--- config.mk ---
export PLATFORM = sky130hd
export DESIGN_NAME = fifo_burst_reader
export DESIGN_NICKNAME = d
export VERILOG_FILES = /design/src/rtl/fifo_burst_reader.sv
export SDC_FILE = /design/constraint.sdc
export NUM_CORES = 1
export LEC_CHECK = 0
export ABC_AREA = 1
export BUFFER_PORTS_ARGS = -buffer_cell sky130_fd_sc_hd__buf_2
export CAP_MARGIN = 10
export CORE_MARGIN = 2
export CORE_UTILIZATION = 45
export DETAILED_ROUTE_END_ITERATION = 12
export GPL_TIMING_DRIVEN = 0
export HOLD_SLACK_MARGIN = 0.15
export PLACE_DENSITY = 0.66
export SLEW_MARGIN = 0
export SYNTH_ARGS = -nofsm -noshare
export SYNTH_HDL_FRONTEND = slang
export SYNTH_SLANG_ARGS = --single-unit
--- constraint.sdc ---
create_clock -name clk -period 2.6 [get_ports clk]
set_input_delay 0.26 -clock clk [delete_from_list [all_inputs] [get_ports clk]]
set_output_delay 0.26 -clock clk [all_outputs]
set_load 0.005 [all_outputs]
--- src/rtl/fifo_burst_reader.sv ---
// fifo_burst_reader
//   Read-side controller for a synchronous FIFO with 1-cycle read latency.
//   A start command pops exactly len words. Popped words land in a 2-entry
//   skid buffer and are presented on a valid/ready stream at up to one word
//   per cycle. done pulses for one cycle after the last word is accepted.
//
// Ports
//   clk, reset            rising-edge clock, asynchronous active-low reset
//   start, len            burst command (sampled only in IDLE)
//   busy, done            burst in progress / 1-cycle completion pulse
//   fifo_empty            FIFO empty flag
//   fifo_rd_data          FIFO read data, valid the cycle after fifo_r_e
//   fifo_r_e              FIFO pop strobe (combinational)
//   m_valid, m_data       stream output (skid head)
//   m_ready               stream back-pressure
//   words_out             words accepted downstream in the current/last burst
//   dbg_state             current FSM state, for observation only
//
// Stream handshake: a word transfers on every rising edge where
// m_valid && m_ready. Once m_valid is high it stays high, with m_data
// unchanged, until that transfer happens (only reset can drop it early).

module fifo_burst_reader #(
    parameter int DATA_W = 32,
    parameter int LEN_W  = 8
) (
    input  logic              clk,
    input  logic              reset,
    input  logic              start,
    input  logic [LEN_W-1:0]  len,
    output logic              busy,
    output logic              done,
    input  logic              fifo_empty,
    input  logic [DATA_W-1:0] fifo_rd_data,
    output logic              fifo_r_e,
    output logic              m_valid,
    output logic [DATA_W-1:0] m_data,
    input  logic              m_ready,
    output logic [LEN_W-1:0]  words_out,
    output logic [1:0]        dbg_state
);

    typedef enum logic [1:0] {
        IDLE  = 2'd0,
        BURST = 2'd1,
        DRAIN = 2'd2
    } state_t;

    state_t            state;
    state_t            state_nxt;
    logic [LEN_W-1:0]  len_q;
    logic [LEN_W-1:0]  issued;
    logic              inflight;
    logic [DATA_W-1:0] skid0;
    logic [DATA_W-1:0] skid1;
    logic [1:0]        skid_cnt;

    logic pop_now;
    logic last_pop;
    logic occ_ok;
    logic accept_start;
    logic zero_start;

    assign m_valid   = (skid_cnt != 2'd0);
    assign m_data    = skid0;
    assign busy      = (state != IDLE);
    assign dbg_state = state;

    assign pop_now  = m_valid && m_ready;
    assign last_pop = pop_now && (state != IDLE) && ((words_out + LEN_W'(1)) == len_q);

    // A new read may be issued only if every word already owed to the skid
    // (buffered + in flight) plus this one still fits in 2 entries, counting
    // the slot freed by a same-cycle pop. Written as a <= b + pop to avoid
    // unsigned underflow.
    assign occ_ok = ({1'b0, skid_cnt} + {2'b00, inflight} + 3'd1) <= (3'd2 + {2'b00, pop_now});

    always_comb begin
        state_nxt    = state;
        fifo_r_e     = 1'b0;
        accept_start = 1'b0;
        zero_start   = 1'b0;
        case (state)
            IDLE: begin
                if (start) begin
                    if (len != '0) begin
                        accept_start = 1'b1;
                        state_nxt    = BURST;
                    end else begin
                        zero_start = 1'b1;
                    end
                end
            end
            BURST: begin
                fifo_r_e = !fifo_empty && (issued < len_q) && occ_ok;
                // The final word can be accepted in the same cycle the last
                // read is seen as issued, so completion must be checked here too.
                if (last_pop) begin
                    state_nxt = IDLE;
                end else if (issued == len_q) begin
                    state_nxt = DRAIN;
                end
            end
            DRAIN: begin
                if (last_pop) begin
                    state_nxt = IDLE;
                end
            end
            default: state_nxt = IDLE;
        endcase
    end

    always_ff @(posedge clk or negedge reset) begin
        if (!reset) begin
            state     <= IDLE;
            len_q     <= '0;
            issued    <= '0;
            words_out <= '0;
            inflight  <= 1'b0;
            skid0     <= '0;
            skid1     <= '0;
            skid_cnt  <= 2'd0;
            done      <= 1'b0;
        end else begin
            state    <= state_nxt;
            done     <= last_pop || zero_start;
            inflight <= fifo_r_e;

            if (accept_start) begin
                len_q     <= len;
                issued    <= '0;
                words_out <= '0;
            end else begin
                if (fifo_r_e) begin
                    issued <= issued + LEN_W'(1);
                end
                if (pop_now) begin
                    words_out <= words_out + LEN_W'(1);
                end
            end

            // Skid buffer: entry 0 is the head. The word returning from the
            // FIFO (inflight) is appended at the tail; a pop shifts entry 1 down.
            case ({inflight, pop_now})
                2'b10: begin
                    if (skid_cnt == 2'd0) begin
                        skid0 <= fifo_rd_data;
                    end else begin
                        skid1 <= fifo_rd_data;
                    end
                    skid_cnt <= skid_cnt + 2'd1;
                end
                2'b01: begin
                    skid0    <= skid1;
                    skid_cnt <= skid_cnt - 2'd1;
                end
                2'b11: begin
                    if (skid_cnt == 2'd2) begin
                        skid0 <= skid1;
                        skid1 <= fifo_rd_data;
                    end else begin
                        skid0 <= fifo_rd_data;
                    end
                end
                default: ;
            endcase
        end
    end

endmodule

### Word-level counts from Yosys, hierarchy flattened

Cells that the tools add are included.
W data, S select, Z words.

* flip-flop bits (word level): 94
* logic and storage cells: 77

* $add $sub $neg: 7
* order comparisons: 2
* equal/unequal tests: 15
* multiplexer cells: 24
* reduce and logical (&&, ||, !) cells: 20

Operator list (number)
* $mux W32: 4
* $pmux W32 S3: 1
* $pmux W32 S2: 1
* $mux W8: 4
* $add A8 B1 Y8 const B: 2
* $eq A8 B8 Y1: 2
* $ne A2 B2 Y1 const B: 6
* $reduce_bool A2 Y1: 6
* $mux W2: 5
* $eq A2 B2 Y1 const B: 4
* $lt A8 B8 Y1: 1
* $reduce_bool A8 Y1: 1
* $mux W1: 7
* $pmux W2 S3: 1
* $logic_and A1 B1 Y1: 5
* $eq A2 B1 Y1 const B: 2
* $logic_not A2 Y1: 2
* $pmux W2 S2: 1
* $reduce_and A4 Y1: 1
* $add A2 B1 Y3: 1
* $add A2 B1 Y3 const A: 1
* $add A3 B1 Y3 const B: 1
* $le A3 B3 Y1: 1
* $ne A3 B3 Y1 const B: 1
* other kinds (7): 7

### Depth between registers and ports, before layout

* depth after elaboration: 8
* mapped depth: 14
* depth with buffers taken out: 14

### Worst setup path after synthesis

OpenSTA, ideal clock, no wires.

* path type: register to register
* start: reg skid_cnt[0]
* end: reg skid0[0], in the netlist m_data[0]
* arrival time: 1859 ps
* path slack: 616 ps
* stages on the path, launching flop included: 11
* path buffers: 1
* clock period less this slack: 1984 ps
* cells stage by stage: dfrtp_1 > nor2_1 > nor2_4 > ha_1 > inv_1 > nor2_8 > inv_2 > a21oi_4 > buf_6 > o22ai_1 > mux2_4

* word-level cells in the longest chain between the ends: 5
* elaborated cells on any way between the ends: 12

RTL lines
* start: declaration: RTL line 56 `logic [1:0] skid_cnt;`
* start signal: assignment: RTL line 151 `skid_cnt <= skid_cnt + 2'd1;`
* start signal: assignment: RTL line 155 `skid_cnt <= skid_cnt - 2'd1;`
* $reduce_bool A2 Y1: RTL line 64 `assign m_valid = (skid_cnt != 2'd0);`
* $logic_and A1 B1 Y1: RTL line 69 `assign pop_now = m_valid && m_ready;`
* $eq A2 B2 Y1 or $eq A2 B1 Y1 (tied branches): RTL line 144 `case ({inflight, pop_now})`
* $ne A2 B2 Y1 (no source line) or $reduce_bool A3 Y1 (tied branches)
* $reduce_and A2 Y1 (no source line)
* end signal: assignment: RTL line 147 `skid0 <= fifo_rd_data;`
* end signal: assignment: RTL line 154 `skid0 <= skid1;`
* end signal: assignment: RTL line 159 `skid0 <= skid1;`
* end: declaration: RTL line 54 `logic [DATA_W-1:0] skid0;`

Several ways; a longest one is shown, not always the timed one.
A chain may end at the register's enable or synchronous reset.

### Worst setup path in the final report

* start: reg skid_cnt[0]
* end: out fifo_r_e

* word-level cells in the longest chain between the ends: 6
* elaborated cells on any way between the ends: 8

RTL lines
* branches (longest 3 deep; another with $add A2 B1 Y3)
* $le A3 B3 Y1 (*): RTL line 76 `assign occ_ok = ({1'b0, skid_cnt} + {2'b00, inflight} + 3'd1) <= (3'd2 + {2'b00, pop_now});`
* $logic_and A1 B1 Y1 (*): RTL line 95 `fifo_r_e = !fifo_empty && (issued < len_q) && occ_ok;`
* $mux W1 (*): RTL line 83 `case (state)`
* end: declaration: RTL line 35 `output logic fifo_r_e,`

Every way passes the cells marked *.

==> results.py <==
metrics = {
    "run_status": {
        "status": "finished, final reports clean",
    },
    "logic_synthesis": {
        "netlist_area_um2": 5110,
        "synth_warnings": 0,
        "yosys_register_bits": 94,
        "synth_ff_type": "dfrtp_1",
        "synth_cells": 578,
        "synth-seq-area-share_pct": 46.0,
        "synth-async-reset-ratio_pct": 100,
        "synth.avg_cell_area_um2": 8.84,
        "synth_edf_count": 0,
        "synth_nets": 639,
        "yosysUniqueCellTypes": 34,
    },
    "timing": {
        "maxSlewHeadroom_pct": 68.5,
        "finalMaxSlewViolations": 0,
        "finalWorstSetupSlack_ns": 0.205,
        "final_hold_viol_count": 0,
        "worst_pin_slew_ns": 0.473,
        "rsz0062_at_grt": "false",
        "fin_setup_tns_ns": 0,
        "fin_skew_ns": 0.00796,
        "finalCritPeriodShare_pct": 92.1,
        "fmax_mhz": 417,
        "period_minus_slack_ns": 2.40,
        "setup_violations": 0,
    },
    "layout": {
        "drive_gt1_share_pct": 26.2,
        "area.growth.synth_to_final_pct": 23.4,
        "final_cell_mix": "nand2_1 (109), inv_1 (108), buf_2 (97)",
        "diodes": 0,
        "fin_area_um2": 6310,
        "nNetsFinal": 766,
        "fill_cells": 965,
        "final_common_cell": "nand2_1",
    },
    "setup_path": {
        "path_cells": "inv_1, ha_1, ha_1, nor2_1, nor3_2, nand2_2, inv_2, buf_2",
        "cp_max_fo": 7,
        "worstSetupPathType": "flip-flop to output pin",
        "cp_top_family": "adder cells",
        "cp.required_ns": 2.34,
        "cp-start-kind": "flip-flop",
        "cp_common_cell": "ha_1",
        "crit_buf_inv": 3,
        "worstSetupEndpointType": "output pin",
        "cpMaxStageDelayCell": "dfrtp_1",
        "cp.arrival_ns": 2.14,
        "critPathMaxStageDelay_ns": 0.46,
    },
    "placement": {
        "place_congestion": 0.895,
        "place_worst_setup_slack_ns": 0.197,
        "dpl_cell_area_um2": 5770,
        "dp_hpwl_um": 8690,
        "portBuffers": 90,
    },
    "clock_network": {
        "path_clk_slew_ns": 0.07,
        "cts_buffer_depth": 2,
        "cts.sinks": 94,
        "cts_htree_levels": 3,
        "cts_tree": "yes",
        "clk_latency_ns": 0.35,
        "numCtsBuffers": 9,
        "root_buffer": "clkbuf_16",
    },
    "routing": {
        "drt_first_pass_iters": 4,
        "drt-initial-drc-count": 307,
        "remaining_drc_errors": 0,
        "ant_nets": 0,
        "vias_per_cell": 5.09,
        "wl_per_cell_um": 14.0,
        "routed_wl_um": 11900,
        "vias": 4326,
    },
    "floorplan": {
        "initial_core_util_pct": 46.5,
        "ios": 91,
        "die_w_um": 111,
        "dieHeight_um": 111,
        "row_count": 38,
        "core_um2": 11000,
        "dieArea_um2": 12200,
    },
    "global_routing": {
        "grt_use_met2_pct": 34.3,
        "grt_pass1_wl_um": 20300,
        "gr-usage-all-layers_pct": 20.2,
        "grtUsageMet1_pct": 26.5,
        "grtUsageMet3_pct": 3.13,
        "grt_max_degree": 62,
        "grt_overflow": 0,
        "grt_pass1_vias": 4294,
        "antenna_found_initial": 0,
        "grt_busiest_layer": "met2",
    },
    "min_path": {
        "hp-class": "primary input to flip-flop",
    },
    "flow_run": {
        "maxCapViolCount": 0,
    },
    "power_and_ir_drop": {
        "power_leakage_nw": 3.28,
        "ir_drop_mv": 0.600,
        "power.density_nw_per_um2": 1130,
    },
}
[report_power, final]
part	leakage (nW)	switching [mW]	internal, mW	total, mW
registers	1.16	0.398	2.15	2.55
logic	1.99	1.82	1.53	3.35
clock network	0.133	0.602	0.659	1.26
total	3.28	2.82	4.33	7.16
[synth_stat cells, types with 3 or more instances]
cell type / count / area, um^2
inv_1: 108 / 405
dfrtp_1: 94 / 2350
nand3_2: 3 / 30.0
nand4_1: 9 / 56.3
clkbuf_1: 4 / 15.0
nor2_1: 24 / 90.1
o22ai_1: 33 / 206
buf_2: 8 / 40.0
inv_2: 5 / 18.8
ha_1: 16 / 200
nor2_2: 5 / 31.3
nand3_1: 27 / 135
a21oi_1: 9 / 45.0
o21ai_0: 55 / 275
nor2_4: 4 / 45.0
buf_6: 6 / 67.6
nand2_1: 110 / 413
mux2_4: 30 / 450
nand2_2: 7 / 43.8
[cell families after synthesis]
| kind of cell | Yosys count | synth area share (%) |
|---|---|---|
| compound gates | 104 | 11.5 |
| fa+ha+maj | 16 | 3.92 |
| buf+inv | 131 | 10.7 |
| flops | 94 | 46.0 |
| xor+xnor | 3 | 0.514 |
| mux | 32 | 9.25 |
| simple gates | 198 | 18.1 |
[worst register-to-register path, delay by kind of cell (launching register included)]
kind                     cells  cell delay (ns)
buffers and inverters        3             0.55
AND/OR/NAND/NOR              4             0.76
adder cells (fa/ha/maj)      1             0.28
flip-flops                   1             0.46
AO/OA/AOI/OAI                1             0.17
[path summary, 6_finish.rpt]
| check | start | end | slack (ns) | cells after the start |
|---|---|---|---|---|
| max in group asynchronous | reset | m_data[7]$_DFFE_PN0P_ | 1.53 | 3 |
| setup reg to reg | skid_cnt[0]$_DFFE_PN0P_ | skid1[5]$_DFFE_PN0P_ | 0.26 | 9 |
| setup / recovery | skid_cnt[0]$_DFFE_PN0P_ | fifo_r_e | 0.20 | 8 |
| hold reg to reg | m_data[27]$_DFFE_PN0P_ | m_data[27]$_DFFE_PN0P_ | 0.51 | 1 |
| min in group asynchronous | reset | skid1[24]$_DFFE_PN0P_ | 0.42 | 2 |
| hold / removal | fifo_rd_data[11] | skid1[11]$_DFFE_PN0P_ | 0.15 | 3 |
[registers in the layout, summed over array words and instances, names as in the netlist]
register / cells
done: 1
skid1: 32
issued: 8
skid_cnt: 2
m_data: 32
inflight: 1
words_out: 8
dbg_state: 2
len_q: 8
[what timing repair did]
item                                    4_1_cts  5_1_grt
buffers inserted                              0        0
hold buffers                                 26        0
endpoints found under the hold margin        58        0
resized for setup                             0        1
endpoints found under the setup margin        0       27
[per-stage QoR]
step                      hold slack [ns]  util, %  cells  total power [mW]
after global routing                0.163     57.4    850              7.76
final                               0.155     57.4    850              7.16
after global placement              0.483     52.2    808              5.78
after detailed placement            0.252     52.5    809              5.89
after floorplan                   -0.0356        -    578              4.87
after CTS                           0.151     57.4    851              7.21
[layer usage]
metal	share of wire, %	vias up
met3	4.4	13
met2	49	123
met4	1.3	0
li1	-	2117
met5	0	-
met1	45	2073
[final cells by class]
| cell class | count | area (um^2) | area share, % |
|---|---|---|---|
| Inverter | 113 | 424 | 6.72 |
| Timing Repair Buffer | 117 | 741 | 11.7 |
| Multi-Input combinational cell | 353 | 2220 | 35.1 |
| Clock buffer | 9 | 225 | 3.57 |
| Sequential cell | 94 | 2350 | 37.3 |
| Tap cell | 140 | 175 | 2.78 |
| Buffer | 17 | 119 | 1.88 |
| Clock inverter | 7 | 55.1 | 0.873 |
Power figures use the tool's default switching activity.
